**src/rtl/frame_loader_pkg.sv**
```systemverilog
`default_nettype none
// ============================================================================
// Module   : frame_loader_pkg
// Summary  : Shared class codes, FSM encodings and defaults for frame_loader.
// Revision : 1.0
// ============================================================================
package frame_loader_pkg;

  localparam int DEF_WIDTH = 25;

  typedef enum logic [1:0] {
    CLS_NONE    = 2'b00,
    CLS_CIRCLE  = 2'b01,
    CLS_CROSS   = 2'b10,
    CLS_TIMEOUT = 2'b11
  } cls_e;

  localparam logic [1:0] ST_IDLE = 2'd0;
  localparam logic [1:0] ST_EVAL = 2'd1;
  localparam logic [1:0] ST_DONE = 2'd2;

  // Longest evaluation allowed: a stale pass, a full pass and margin.
  function automatic int timeout_cycles(input int width);
    return 3 * width + 2;
  endfunction

endpackage
`default_nettype wire

```
**src/rtl/frame_loader_pixel_deserializer.sv**
```systemverilog
`default_nettype none
// ============================================================================
// Module   : frame_loader_pixel_deserializer
// Summary  : Collects a row-major pixel stream into a shadow frame buffer.
// Revision : 1.0
// ============================================================================
module frame_loader_pixel_deserializer
  import frame_loader_pkg::*;
#(
  parameter int WIDTH = DEF_WIDTH
) (
  input  logic             clk,
  input  logic             rst,
  input  logic             s_pixel,
  input  logic             s_sof,
  input  logic             s_valid,
  output logic             s_ready,
  input  logic             take,
  output logic [WIDTH-1:0] shadow,
  output logic             full,
  output logic             err_sof
);

  localparam int CW = $clog2(WIDTH);
  localparam logic [CW-1:0] c_last = CW'(WIDTH - 1);
  localparam logic [CW-1:0] c_one  = CW'(1);

  logic [WIDTH-1:0] r_shadow;
  logic [CW-1:0]    r_cnt;
  logic             r_full;
  logic             r_err_sof;
  logic             w_accept;

  assign w_accept = s_valid & ~r_full;

  always_ff @(posedge clk) begin
    if (rst) begin
      r_shadow  <= '0;
      r_cnt     <= '0;
      r_full    <= 1'b0;
      r_err_sof <= 1'b0;
    end else begin
      r_err_sof <= 1'b0;
      if (take) r_full <= 1'b0;
      if (w_accept) begin
        if (s_sof) begin
          r_shadow[0] <= s_pixel;
          r_cnt       <= c_one;
          r_err_sof   <= (r_cnt != '0);
        end else if (r_cnt != '0) begin
          // Beats without sof at count 0 fall through here and are dropped.
          r_shadow[r_cnt] <= s_pixel;
          if (r_cnt == c_last) begin
            r_full <= 1'b1;
            r_cnt  <= '0;
          end else begin
            r_cnt <= r_cnt + 1'b1;
          end
        end
      end
    end
  end

  assign s_ready = ~r_full;
  assign shadow  = r_shadow;
  assign full    = r_full;
  assign err_sof = r_err_sof;

endmodule
`default_nettype wire

```
**src/rtl/frame_loader.sv**
```systemverilog
`default_nettype none
// ============================================================================
// Module   : frame_loader
// Summary  : Double-buffered frame feeder and result collector for the perceptron.
// Revision : 1.0
// ============================================================================
module frame_loader
  import frame_loader_pkg::*;
#(
  parameter int WIDTH   = DEF_WIDTH,
  parameter int TIMEOUT = timeout_cycles(WIDTH)
) (
  input  logic             clk,
  input  logic             rst,
  input  logic             s_pixel,
  input  logic             s_sof,
  input  logic             s_valid,
  output logic             s_ready,
  output logic [WIDTH-1:0] p_in,
  output logic             p_en,
  input  logic [1:0]       p_out,
  input  logic             p_ready,
  output logic [1:0]       res_class,
  output logic             res_valid,
  input  logic             res_ready,
  output logic             busy,
  output logic             err_sof,
  output logic             err_timeout
);

  localparam int EW = $clog2(TIMEOUT + 1);
  localparam logic [EW-1:0] c_ecnt_min = EW'(WIDTH);
  localparam logic [EW-1:0] c_ecnt_max = EW'(TIMEOUT);

  logic [1:0]       r_state;
  logic [EW-1:0]    r_ecnt;
  logic [WIDTH-1:0] r_p_in;
  logic             r_p_en;
  logic [1:0]       r_res_class;
  logic             r_res_valid;
  logic             r_err_timeout;

  logic [WIDTH-1:0] w_shadow;
  logic             w_full;
  logic             w_take;

  // Loading clears full on the same edge, so a fill write can never collide.
  assign w_take = w_full & ((r_state == ST_IDLE) | ((r_state == ST_DONE) & res_ready));

  frame_loader_pixel_deserializer #(
    .WIDTH (WIDTH)
  ) u_deser (
    .clk     (clk),
    .rst     (rst),
    .s_pixel (s_pixel),
    .s_sof   (s_sof),
    .s_valid (s_valid),
    .s_ready (s_ready),
    .take    (w_take),
    .shadow  (w_shadow),
    .full    (w_full),
    .err_sof (err_sof)
  );

  always_ff @(posedge clk) begin
    if (rst) begin
      r_state       <= ST_IDLE;
      r_ecnt        <= '0;
      r_p_in        <= '0;
      r_p_en        <= 1'b0;
      r_res_class   <= CLS_NONE;
      r_res_valid   <= 1'b0;
      r_err_timeout <= 1'b0;
    end else begin
      r_err_timeout <= 1'b0;
      case (r_state)
        ST_IDLE: begin
          if (w_take) begin
            r_p_in  <= w_shadow;
            r_ecnt  <= '0;
            r_p_en  <= 1'b1;
            r_state <= ST_EVAL;
          end
        end
        ST_EVAL: begin
          r_ecnt <= r_ecnt + 1'b1;
          // Early strobes come from a perceptron left mid-count; let it wrap.
          if (p_ready && (r_ecnt >= c_ecnt_min)) begin
            r_res_class <= p_out;
            r_res_valid <= 1'b1;
            r_p_en      <= 1'b0;
            r_state     <= ST_DONE;
          end else if (r_ecnt == c_ecnt_max) begin
            r_res_class   <= CLS_TIMEOUT;
            r_res_valid   <= 1'b1;
            r_err_timeout <= 1'b1;
            r_p_en        <= 1'b0;
            r_state       <= ST_DONE;
          end
        end
        ST_DONE: begin
          if (res_ready) begin
            r_res_valid <= 1'b0;
            if (w_take) begin
              r_p_in  <= w_shadow;
              r_ecnt  <= '0;
              r_p_en  <= 1'b1;
              r_state <= ST_EVAL;
            end else begin
              r_state <= ST_IDLE;
            end
          end
        end
        default: r_state <= ST_IDLE;
      endcase
    end
  end

  assign p_in        = r_p_in;
  assign p_en        = r_p_en;
  assign res_class   = r_res_class;
  assign res_valid   = r_res_valid;
  assign busy        = (r_state == ST_EVAL) | (r_state == ST_DONE);
  assign err_timeout = r_err_timeout;

endmodule
`default_nettype wire

```
**config.mk**
```make
export PLATFORM = sky130hd
export DESIGN_NAME = frame_loader
export DESIGN_NICKNAME = d
export VERILOG_FILES = /design/src/rtl/frame_loader_pkg.sv /design/src/rtl/frame_loader_pixel_deserializer.sv /design/src/rtl/frame_loader.sv
export SDC_FILE = /design/constraint.sdc
export NUM_CORES = 1
export LEC_CHECK = 0
export ABC_AREA = 1
export CORE_MARGIN = 4
export CORE_UTILIZATION = 45
export CTS_BUF_LIST = sky130_fd_sc_hd__clkbuf_8
export DETAILED_ROUTE_END_ITERATION = 12
export PLACE_DENSITY_LB_ADDON = 0.08
export SYNTH_ARGS = -nofsm -noshare
export SYNTH_HDL_FRONTEND = slang
export SYNTH_SLANG_ARGS = --single-unit
```
**constraint.sdc**
```tcl
create_clock -name clk -period 2.4 [get_ports clk]
set_clock_uncertainty 0.15 [all_clocks]
set_input_delay 0.48 -clock clk [delete_from_list [all_inputs] [get_ports clk]]
set_output_delay 0.48 -clock clk [all_outputs]
set_load 0.02 [all_outputs]
```
==> qor.yml, run 1 <==
global_routing:
  track_usage_pct: 18.17
  grt_pass1_vias: 2767
  use_met3_pct: 3.540
  grtUsageMet2_pct: 28.59
  grt.overflow.total: 0
  antenna_found_initial: 0
  grt_pass1_wl_mm: 12.68
  grt_max_degree: 28
  busiest_layer: "met2"
  use_met1_pct: 24.27
placement:
  portBuffers: 41
  dp_hpwl_mm: 4.995
  pre_cts_slack_ns: 0.01821
  gp_congestion: 0.8232
  dp_cells: 586
final_layout:
  post-route-util_pct: 57.32
  drive_gt1_share_pct: 7.510
  stdcell_count: 602
  area_growth_syn_to_layout_pct: 21.32
  final_nets: 520
  antenna-diode-count: 0
detailed_routing:
  routed-via-count: 2955
  wl_per_cell_um: 12.20
  drc: 0
  drt_first_pass_iters: 4
  viasPerCell: 4.909
  drt_iter0_drc: 177
  ant_nets: 0
  wl_mm: 7.347
die:
  die_w_um: 93.39
  die_y_um: 93.39
  io_pins: 42
  initial_core_util_pct: 47.24
  fp.coreArea_um2: 6944
  rows: 30
  dieArea_um2: 8721
sta:
  rsz0062_at_grt: "false"
  fin_crit_ns: 2.118
  fmax_mhz: 472.2
  setup_slack_ns: 0.2823
  relSlewSlack_pct: 50.52
  final-hold-violation-count: 0
  setup_violations: 0
  fin_crit_sh_pct: 88.24
  drv_slew: 0
  worst-slew-pin-transition_ns: 0.7414
  finalSetupTns_ns: 0
setup_path:
  cp_top_family: "buffers and inverters"
  path_max_fanout: 24
  critPathKind: "reg2reg"
  cp-start-kind: "register"
  critPathSlowestCell: "inv_1"
  crit_path_cell_trace: "inv_1 -> ha_1 -> a21oi_1 -> nor2_2 -> inv_2 -> nor2_4 -> inv_1 -> nor2_1 -> nor2_1"
  endpoint_kind: "register"
  arrival_ns: 2.25
  path_buf_inv: 3
  crit_required_ns: 2.53
  cp_slowest_stage_delay_ns: 0.55
logic_synthesis:
  synth_area_um2: 3281
  synth.top_cell.area_share_pct: 43.33
  syn_nets: 480
  synth_top_area_cell: "dfxtp_1"
  synthCells: 461
  ys_seq_area_share_pct: 43.33
  yosysWarnings: 0
  synth_area_leaders: "dfxtp_1, nor2_1, nand2_1"
  syn_avg_cell_area_um2: 7.116
  ys_ff_latch: 71
  ys_types: 34
power:
  leakage_nw: 1.632
  ir_drop_v: 0.0003872
  p_per_area_nw_per_um2: 587.6
cts:
  cts_tree: "done"
  hold_buffers: 0
  cts_root_buffer: "clkbuf_8"
  cts_buffers: 9
  clock_sinks: 71
  path_clk_slew_ns: 0.08
  clkLatencyLatePin_ns: 0.34
  post_cts_buffers: 0
  cts_resized: 1
  h-tree-depth: 3
  cts_buffer_depth: 2
job:
  max_cap_violations: 0
hold_path:
  hold_class: "reg2reg"
run_status:
  outcome: "complete, no violations"
-- metal layers --
metal	routed length, um	vias to the layer above
li1	-	1566
met1	3721	1340
met2	3350	41
met3	183	8
met4	92	0
met5	0	-
-- placed cells by master, fill, tap and decap left out, types with 2 or more instances in the layout --
master and n:
dfxtp_1 70, nand3_1 20, a21oi_1 30, nand2_1 66, o21ai_0 41, clkdlybuf4s50_1 40, nor2_1 118, xnor2_1 2
ha_1 10, nor3_1 20, clkinvlp_4 2, nand2_2 2, inv_6 2, clkbuf_8 9, nand4_1 4, bufinv_16 2
xor2_1 3, inv_1 33, inv_2 2, nor3_2 2, buf_4 8, o21ai_1 6
-- registers in the layout, indices dropped and copies added (netlist names) --
register         cells
r_state              2
p_in                25
err_timeout          1
r_ecnt               7
u_deser.shadow      25
p_en                 1
res_class            2
res_valid            1
u_deser.err_sof      1
u_deser.r_cnt        5
u_deser.full         1
-- tightest hold or removal path, stage by stage (launching register included) --
cell and delay, ns:
dfxtp_1 0.31, nand2_1 0.06, a21oi_1 0.05
-- cell type report --
type	count	area, um2
Inverter	36	137.6
Timing Repair Buffer	49	473.0
Tap cell	96	120.1
Sequential cell	71	1423
Fill cell	669	2964
Clock buffer	9	123.9
Clock inverter	7	96.34
Multi-Input combinational cell	334	1607
-- metrics by stage --
step / hold slack, ns / total power, W / area (um2)
floorplan: 0.2797 / 0.001274 / 3281
global placement: 0.2964 / 0.001307 / 3756
detailed placement: 0.3003 / 0.001307 / 3756
CTS: 0.3123 / 0.002358 / 3978
global route: 0.3276 / 0.002434 / 3980
finish: 0.3099 / 0.002339 / 3980
-- cells in the mapped netlist --
| cell type | instances |
|---|---|
| nand4_1 | 4 |
| nand3_1 | 20 |
| nor3_2 | 2 |
| xnor2_1 | 2 |
| buf_1 | 1 |
| o21ai_1 | 6 |
| a21oi_1 | 30 |
| nor3_4 | 1 |
| clkbuf_1 | 9 |
| nand2_2 | 2 |
| nand2_1 | 66 |
| nor3b_1 | 1 |
| nand3_4 | 1 |
| inv_4 | 1 |
| clkbuf_2 | 1 |
| o21ai_0 | 41 |
| and3b_1 | 1 |
| clkinv_1 | 1 |
| nor2_1 | 118 |
| dfxtp_1 | 71 |
| o21ai_2 | 1 |
| o21bai_1 | 1 |
| nor2_4 | 1 |
| xor2_1 | 3 |
| buf_4 | 1 |
| buf_6 | 4 |
| nor3_1 | 20 |
| inv_1 | 32 |
| nand2_4 | 1 |
| a21oi_2 | 1 |
| buf_2 | 4 |
| ha_1 | 10 |
| inv_2 | 2 |
| nor2_2 | 1 |
-- where the power goes --
group          switching (W)  internal, W
logic              0.0000637    0.0000320
clock network       0.000470     0.000589
registers         0.00000312      0.00118
total               0.000537      0.00180
-- cells by family (layout without fill, tap and decap cells) --
| family | after synthesis | in the layout | synth area share, % |
|---|---|---|---|
| and+or+nand+nor | 239 | 239 | 31.31 |
| AOI/OAI and AO/OA | 80 | 80 | 12.51 |
| DFF | 71 | 71 | 43.33 |
| buffers and inverters | 56 | 101 | 7.704 |
| adders and majority gates | 10 | 10 | 3.814 |
| xor gates and xnor gates | 5 | 5 | 1.335 |
-- final timing paths --
| kind | from | endpoint | slack, ns | cells after the start |
|---|---|---|---|---|
| max | r_state[1] | p_in[1] | 0.28 | 9 |
| min | u_deser.shadow[15] | u_deser.shadow[15] | 0.31 | 2 |
| max reg2reg | r_state[1] | p_in[1] | 0.28 | 9 |
| min reg2reg | u_deser.shadow[15] | u_deser.shadow[15] | 0.31 | 2 |
No activity file was read; power rests on OpenSTA's default activity.
==> run 2: changes to the inputs <==
--- a/config.mk
+++ b/config.mk
@@ -6,7 +6,7 @@
 export NUM_CORES = 1
 export LEC_CHECK = 0
 export ABC_AREA = 1
-export CORE_MARGIN = 4
+export CORE_MARGIN = 2
 export CORE_UTILIZATION = 45
 export CTS_BUF_LIST = sky130_fd_sc_hd__clkbuf_8
 export DETAILED_ROUTE_END_ITERATION = 12
==> qor.yml, run 2 (synthesized netlist as in run 1, its figures left out) <==
setup_path:
  cp_slowest_stage_delay_ns: 0.38  # was 0.55 ns
  path_max_fanout: 24  # unchanged
  path_depth: 9  # unchanged
  critPathMostFrequentCell: "nor2_1"
  critPathSlowestCell: "clkinvlp_4"  # was inv_1
  cp_top_family: "simple AND/OR/NAND/NOR gates"  # was buffers and inverters
  critPathKind: "reg2reg"  # unchanged
  reg2reg_depth: 9  # unchanged
  cp-start-kind: "register"  # unchanged
  endpoint_kind: "register"  # unchanged
  path_buf_inv: 3  # unchanged
  crit_path_cell_trace: "inv_1 -> ha_1 -> a21oi_1 -> nor2_2 -> inv_2 -> nor2_4 -> clkinvlp_4 -> nor2_1 -> nor2_1"  # was inv_1 -> ha_1 -> a21oi_1 -> nor2_2 -> inv_2 -> nor2_4 -> inv_1 -> nor2_1 -> nor2_1
  crit_required_ns: 2.48  # was 2.53 ns
  arrival_ns: 2.16  # was 2.25 ns
final_layout:
  area_growth_syn_to_layout_pct: 22.85  # was 21.32%
  fillers: 717  # was 669
  layout_commonest_cell: "nor2_1"  # unchanged
  mostFrequentLayoutCells: "nor2_1, dfxtp_1, nand2_1, o21ai_0, clkdlybuf4s50_1"  # unchanged
  drive_gt1_share_pct: 7.540  # was 7.510%
  final_nets: 519  # was 520
  antenna-diode-count: 0  # unchanged
cts:
  h-tree-depth: 3  # unchanged
  cts_tree: "done"  # unchanged
  cts_buffer_depth: 2  # unchanged
  clock_sinks: 71  # unchanged
  path_clk_slew_ns: 0.07  # was 0.08 ns
  cts_root_buffer: "clkbuf_8"  # unchanged
  cts_buffers: 9  # unchanged
  clkLatencyLatePin_ns: 0.35  # was 0.34 ns
  post_cts_buffers: 0  # unchanged
detailed_routing:
  drt_first_pass_iters: 4  # unchanged
  ant_nets: 0  # unchanged
  viasPerCell: 4.894  # was 4.909
  wl_mm: 7.505  # was 7.347 mm
  wl_per_cell_um: 12.45  # was 12.20 um
  drt_iter0_drc: 179  # was 177
  drc: 0  # unchanged
  routed-via-count: 2951  # was 2955
power:
  leakage_nw: 1.653  # was 1.632 nW
  ir_drop_v: 0.0003261  # was 0.0003872 V
  power_w: 0.002529  # was 0.002339 W
  p_per_area_nw_per_um2: 627.6  # was 587.6 nW/um2
sta:
  hold-worst-slack_ns: 0.3086  # was 0.3099 ns
  drv_slew: 0  # unchanged
  rsz0062_at_grt: "false"  # unchanged
  setup_slack_ns: 0.3192  # was 0.2823 ns
  setup_violations: 0  # unchanged
  relSlewSlack_pct: 69.31  # was 50.52%
  final-hold-violation-count: 0  # unchanged
  fin_crit_ns: 2.081  # was 2.118 ns
  fin_crit_sh_pct: 86.70  # was 88.24%
  fmax_mhz: 480.6  # was 472.2 MHz
  worst-slew-pin-transition_ns: 0.4568  # was 0.7414 ns
die:
  io_pins: 42  # unchanged
  die_w_um: 89.39  # was 93.39 um
  rows: 31  # was 30
  dieArea_um2: 7990  # was 8721 um2
  initial_core_util_pct: 45.97  # was 47.24%
  die_y_um: 89.39  # was 93.39 um
  fp.coreArea_um2: 7137  # was 6944 um2
global_routing:
  grt_max_degree: 45  # was 28
  grt_pass1_wl_mm: 12.54  # was 12.68 mm
  grt_pass1_vias: 2656  # was 2767
  grt.overflow.total: 0  # unchanged
  antenna_found_initial: 0  # unchanged
  track_usage_pct: 20.36  # was 18.17%
hold_path:
  hold_class: "reg2reg"  # unchanged
  hold-path-cell-count: 2  # unchanged
placement:
  pre_cts_slack_ns: -0.02556  # was 0.01821 ns
  portBuffers: 41  # unchanged
  dp_hpwl_mm: 4.896  # was 4.995 mm
  gp_congestion: 0.8525  # was 0.8232
run_status:
  outcome: "complete, no violations"  # unchanged
job:
  max_cap_violations: 0  # unchanged
[run 2: changes by cell type in the layout (fill, tap and decap cells not counted), sizes merged]
cell | before | now
clkinvlp | 2 | 1
clkinv | 1 | 3
buf | 8 | 7
inv | 38 | 34
bufinv | 2 | 4
[run 2: routing by layer]
layer  vias up  track usage, %  wire length, um
li1       1565               -                -
met1      1321           27.33             3797
met2        53           32.19             3326
met3        12           3.970              281
met4         0           8.277              100
met5         -               0                0
[run 2: path summary, 6_finish.rpt]
| kind | from | endpoint | slack (ns) |
|---|---|---|---|
| min reg2reg | u_deser.shadow[0] | u_deser.shadow[0] | 0.31 |
| min | u_deser.shadow[0] | u_deser.shadow[0] | 0.31 |
| max reg2reg | r_state[1] | p_in[16] | 0.32 |
| max | r_state[1] | p_in[16] | 0.32 |
[run 2: area by class of cell]
type	count	area, um2	share of cell area, %
Inverter	36	141.4	3.508
Timing Repair Buffer	48	478.0	11.86
Clock inverter	6	133.9	3.322
Sequential cell	71	1423	35.30
Clock buffer	9	123.9	3.074
Multi-Input combinational cell	334	1607	39.86
Tap cell	99	123.9	3.074
[run 2: what timing repair did]
item | 4_1_cts | 5_1_grt
gates resized for setup | 1 | 2
cloned | 0 | 0
hold buffers | 0 | 0
endpoints found under the setup margin | 1 | 2
[run 2: tightest hold or removal path: cells and delay by family, from the launching register on]
kind / cells / cell delay, ns
flops: 1 / 0.30
buf+inv: 1 / 0.06
compound gates: 1 / 0.06
[run 2: stage by stage]
step	TNS, ns	area, um2	instances	util, %
2_1_floorplan	0	3281	461	-
3_3_place_gp	0	3765	588	52.75
3_5_place_dp	-0.02556	3765	588	52.75
4_1_cts	0	4024	603	56.38
5_1_grt	0	4030	603	56.47
6_report	0	4030	603	56.47
[run 2: report_power, final]
| group | total [W] | internal, W | leakage (nW) | switching [W] |
|---|---|---|---|---|
| clock | 0.00125 | 0.000790 | 0.129 | 0.000457 |
| combinational | 0.0000986 | 0.0000332 | 0.951 | 0.0000654 |
| sequential | 0.00118 | 0.00118 | 0.573 | 0.00000290 |
==> run 3: changes to the inputs <==
--- a/config.mk
+++ b/config.mk
@@ -11,6 +11,8 @@
 export CTS_BUF_LIST = sky130_fd_sc_hd__clkbuf_8
 export DETAILED_ROUTE_END_ITERATION = 12
 export PLACE_DENSITY_LB_ADDON = 0.08
+export SETUP_SLACK_MARGIN = 0.05
+export SLEW_MARGIN = 20
 export SYNTH_ARGS = -nofsm -noshare
 export SYNTH_HDL_FRONTEND = slang
 export SYNTH_SLANG_ARGS = --single-unit
==> qor.yml, run 3 (synthesized netlist as in run 1, its figures left out) <==
setup_path:
  crit_path_cell_trace: "inv_1 -> ha_1 -> dlygate4sd2_1"  # was inv_1 -> ha_1 -> a21oi_1 -> nor2_2 -> inv_2 -> nor2_4 -> clkinvlp_4 -> nor2_1 -> nor2_1
  cp-start-kind: "register"  # unchanged
  r2r-start: "r_state[1]"  # unchanged
  path_max_fanout: 5  # was 24
  arrival_ns: 1.46  # was 2.16 ns
  critPathSlowestCell: "dfxtp_1"  # was clkinvlp_4
  startpoint: "r_state[1]"  # unchanged
  path_depth: 3  # was 9
  reg2reg_depth: 9  # unchanged
  cp_top_family: "buffers and inverters"  # was simple AND/OR/NAND/NOR gates
  cp_slowest_stage_delay_ns: 0.41  # was 0.38 ns
  crit_required_ns: 1.77  # was 2.48 ns
  path_buf_inv: 2  # was 3
  endpoint_kind: "output pin"  # was register
  crit_path_end: "busy"  # was p_in[16]
  r2r_slack_ns: 0.32  # about the same
  critPathKind: "reg2out"  # was reg2reg
  timing.rr.end: "p_in[16]"  # unchanged
global_routing:
  grt_max_degree: 45  # unchanged
  busiest_layer: "met2"  # unchanged
  grt.overflow.total: 0  # unchanged
  use_met1_pct: 27.33  # unchanged
  grt_pass1_vias: 2656  # unchanged
  use_met3_pct: 3.970  # unchanged
  track_usage_pct: 20.36  # unchanged
  grtUsageMet2_pct: 32.19  # unchanged
  antenna_found_initial: 0  # unchanged
  grt_pass1_wl_mm: 12.54  # unchanged
sta:
  fin_crit_ns: 2.090  # was 2.081 ns
  finalSetupTns_ns: 0  # unchanged
  fin_crit_sh_pct: 87.10  # was 86.70%
  worst-slew-pin-transition_ns: 0.4568  # unchanged
  fmax_mhz: 478.4  # was 480.6 MHz
  final-hold-violation-count: 0  # unchanged
  hold-worst-slack_ns: 0.3086  # unchanged
  setup_violations: 0  # unchanged
  relSlewSlack_pct: 69.31  # unchanged
  drv_slew: 0  # unchanged
  rsz0062_at_grt: "false"  # unchanged
power:
  ir_drop_v: 0.0003261  # unchanged
  leakage_nw: 1.639  # was 1.653 nW
  p_per_area_nw_per_um2: 628.2  # was 627.6 nW/um2
cts:
  clkLatencyLatePin_ns: 0.35  # about the same
  cts_buffers: 9  # unchanged
  clock_sinks: 71  # unchanged
  path_clk_slew_ns: 0.07  # about the same
  cts_root_buffer: "clkbuf_8"  # unchanged
  cts_buffer_depth: 2  # unchanged
  hold_buffers: 0  # unchanged
  cts_tree: "done"  # unchanged
  h-tree-depth: 3  # unchanged
detailed_routing:
  drc: 0  # unchanged
  wl_per_cell_um: 12.44  # was 12.45 um
  drt_first_pass_iters: 4  # unchanged
  wl_mm: 7.502  # was 7.505 mm
  routed-via-count: 2950  # was 2951
  drt_iter0_drc: 179  # unchanged
  ant_nets: 0  # unchanged
  viasPerCell: 4.892  # was 4.894
final_layout:
  area_growth_syn_to_layout_pct: 22.73  # was 22.85%
  drive_gt1_share_pct: 7.540  # unchanged
  mostFrequentLayoutCells: "nor2_1, dfxtp_1, nand2_1, o21ai_0, clkdlybuf4s50_1"  # unchanged
  final_nets: 519  # unchanged
  antenna-diode-count: 0  # unchanged
  layout_commonest_cell: "nor2_1"  # unchanged
  stdcell_count: 603  # unchanged
die:
  die_w_um: 89.39  # unchanged
  fp.coreArea_um2: 7137  # unchanged
  initial_core_util_pct: 45.97  # unchanged
  dieArea_um2: 7990  # unchanged
  rows: 31  # unchanged
  die_y_um: 89.39  # unchanged
  io_pins: 42  # unchanged
placement:
  gp_congestion: 0.8525  # unchanged
  portBuffers: 41  # unchanged
  dp_hpwl_mm: 4.896  # unchanged
  dp_cells: 588  # unchanged
hold_path:
  min_from: "u_deser.shadow[0]"  # unchanged
  hold_class: "reg2reg"  # unchanged
job:
  max_cap_violations: 0  # unchanged
run_status:
  outcome: "complete, no violations"  # unchanged
-- run 3: worst min path at each step --
| stage | endpoint | slack, ns | cells past startpoint |
|---|---|---|---|
| 2_1_floorplan | p_in[0] | 0.28 | 2 |
| 3_3_place_gp | res_valid | 0.30 | 2 |
| 3_5_place_dp | u_deser.shadow[0] | 0.30 | 2 |
| 4_1_cts | u_deser.shadow[0] | 0.31 | 2 |
| 5_1_grt | u_deser.shadow[22] | 0.33 | 2 |
| 6_report | u_deser.shadow[0] | 0.31 | 2 |
-- run 3: final cells by class --
type	instances	area, um2
clock buffers	9	123.9
clock inverters	6	133.9
fillers	719	3110
inverters	36	141.4
multi-input cells	334	1607
flip-flops and latches	71	1423
well taps	99	123.9
repair buffers	48	474.2
-- run 3: worst register-to-register path: cells and delay by family (launching register included) --
kind / cells / cell delay (ns)
AO/OA/AOI/OAI: 1 / 0.08
adder cells (fa/ha/maj): 1 / 0.23
buffers and inverters: 3 / 0.54
flip-flops: 1 / 0.36
AND/OR/NAND/NOR: 4 / 0.61
-- run 3: where the power goes --
group | internal [W] | switching (W)
sequential | 0.00118 | 0.00000290
combinational | 0.0000332 | 0.0000654
clock | 0.000790 | 0.000457
-- run 3: what timing repair did --
item / in CTS / in global routing
gates cloned: 0 / 0
resized for setup: 2 / 1
setup buffers: 0 / 0
setup endpoints to repair: 1 / 8
-- run 3: stage by stage --
stage	worst slack (ns)	total power (W)	area, um2	utilization [%]
after floorplan	0.6702	0.001274	3281	-
after global placement	0.06604	0.001310	3765	52.75
after detailed placement	-0.02556	0.001310	3765	52.75
after CTS	0.1719	0.002549	4023	56.36
after global routing	0.1105	0.002607	4026	56.42
final	0.3095	0.002529	4026	56.42
-- run 3: layer usage --
metal | up-vias | share of wire, %
met5 | - | 0
met4 | 0 | 1.3
met3 | 12 | 3.7
met2 | 53 | 44
met1 | 1320 | 51
li1 | 1565 | -
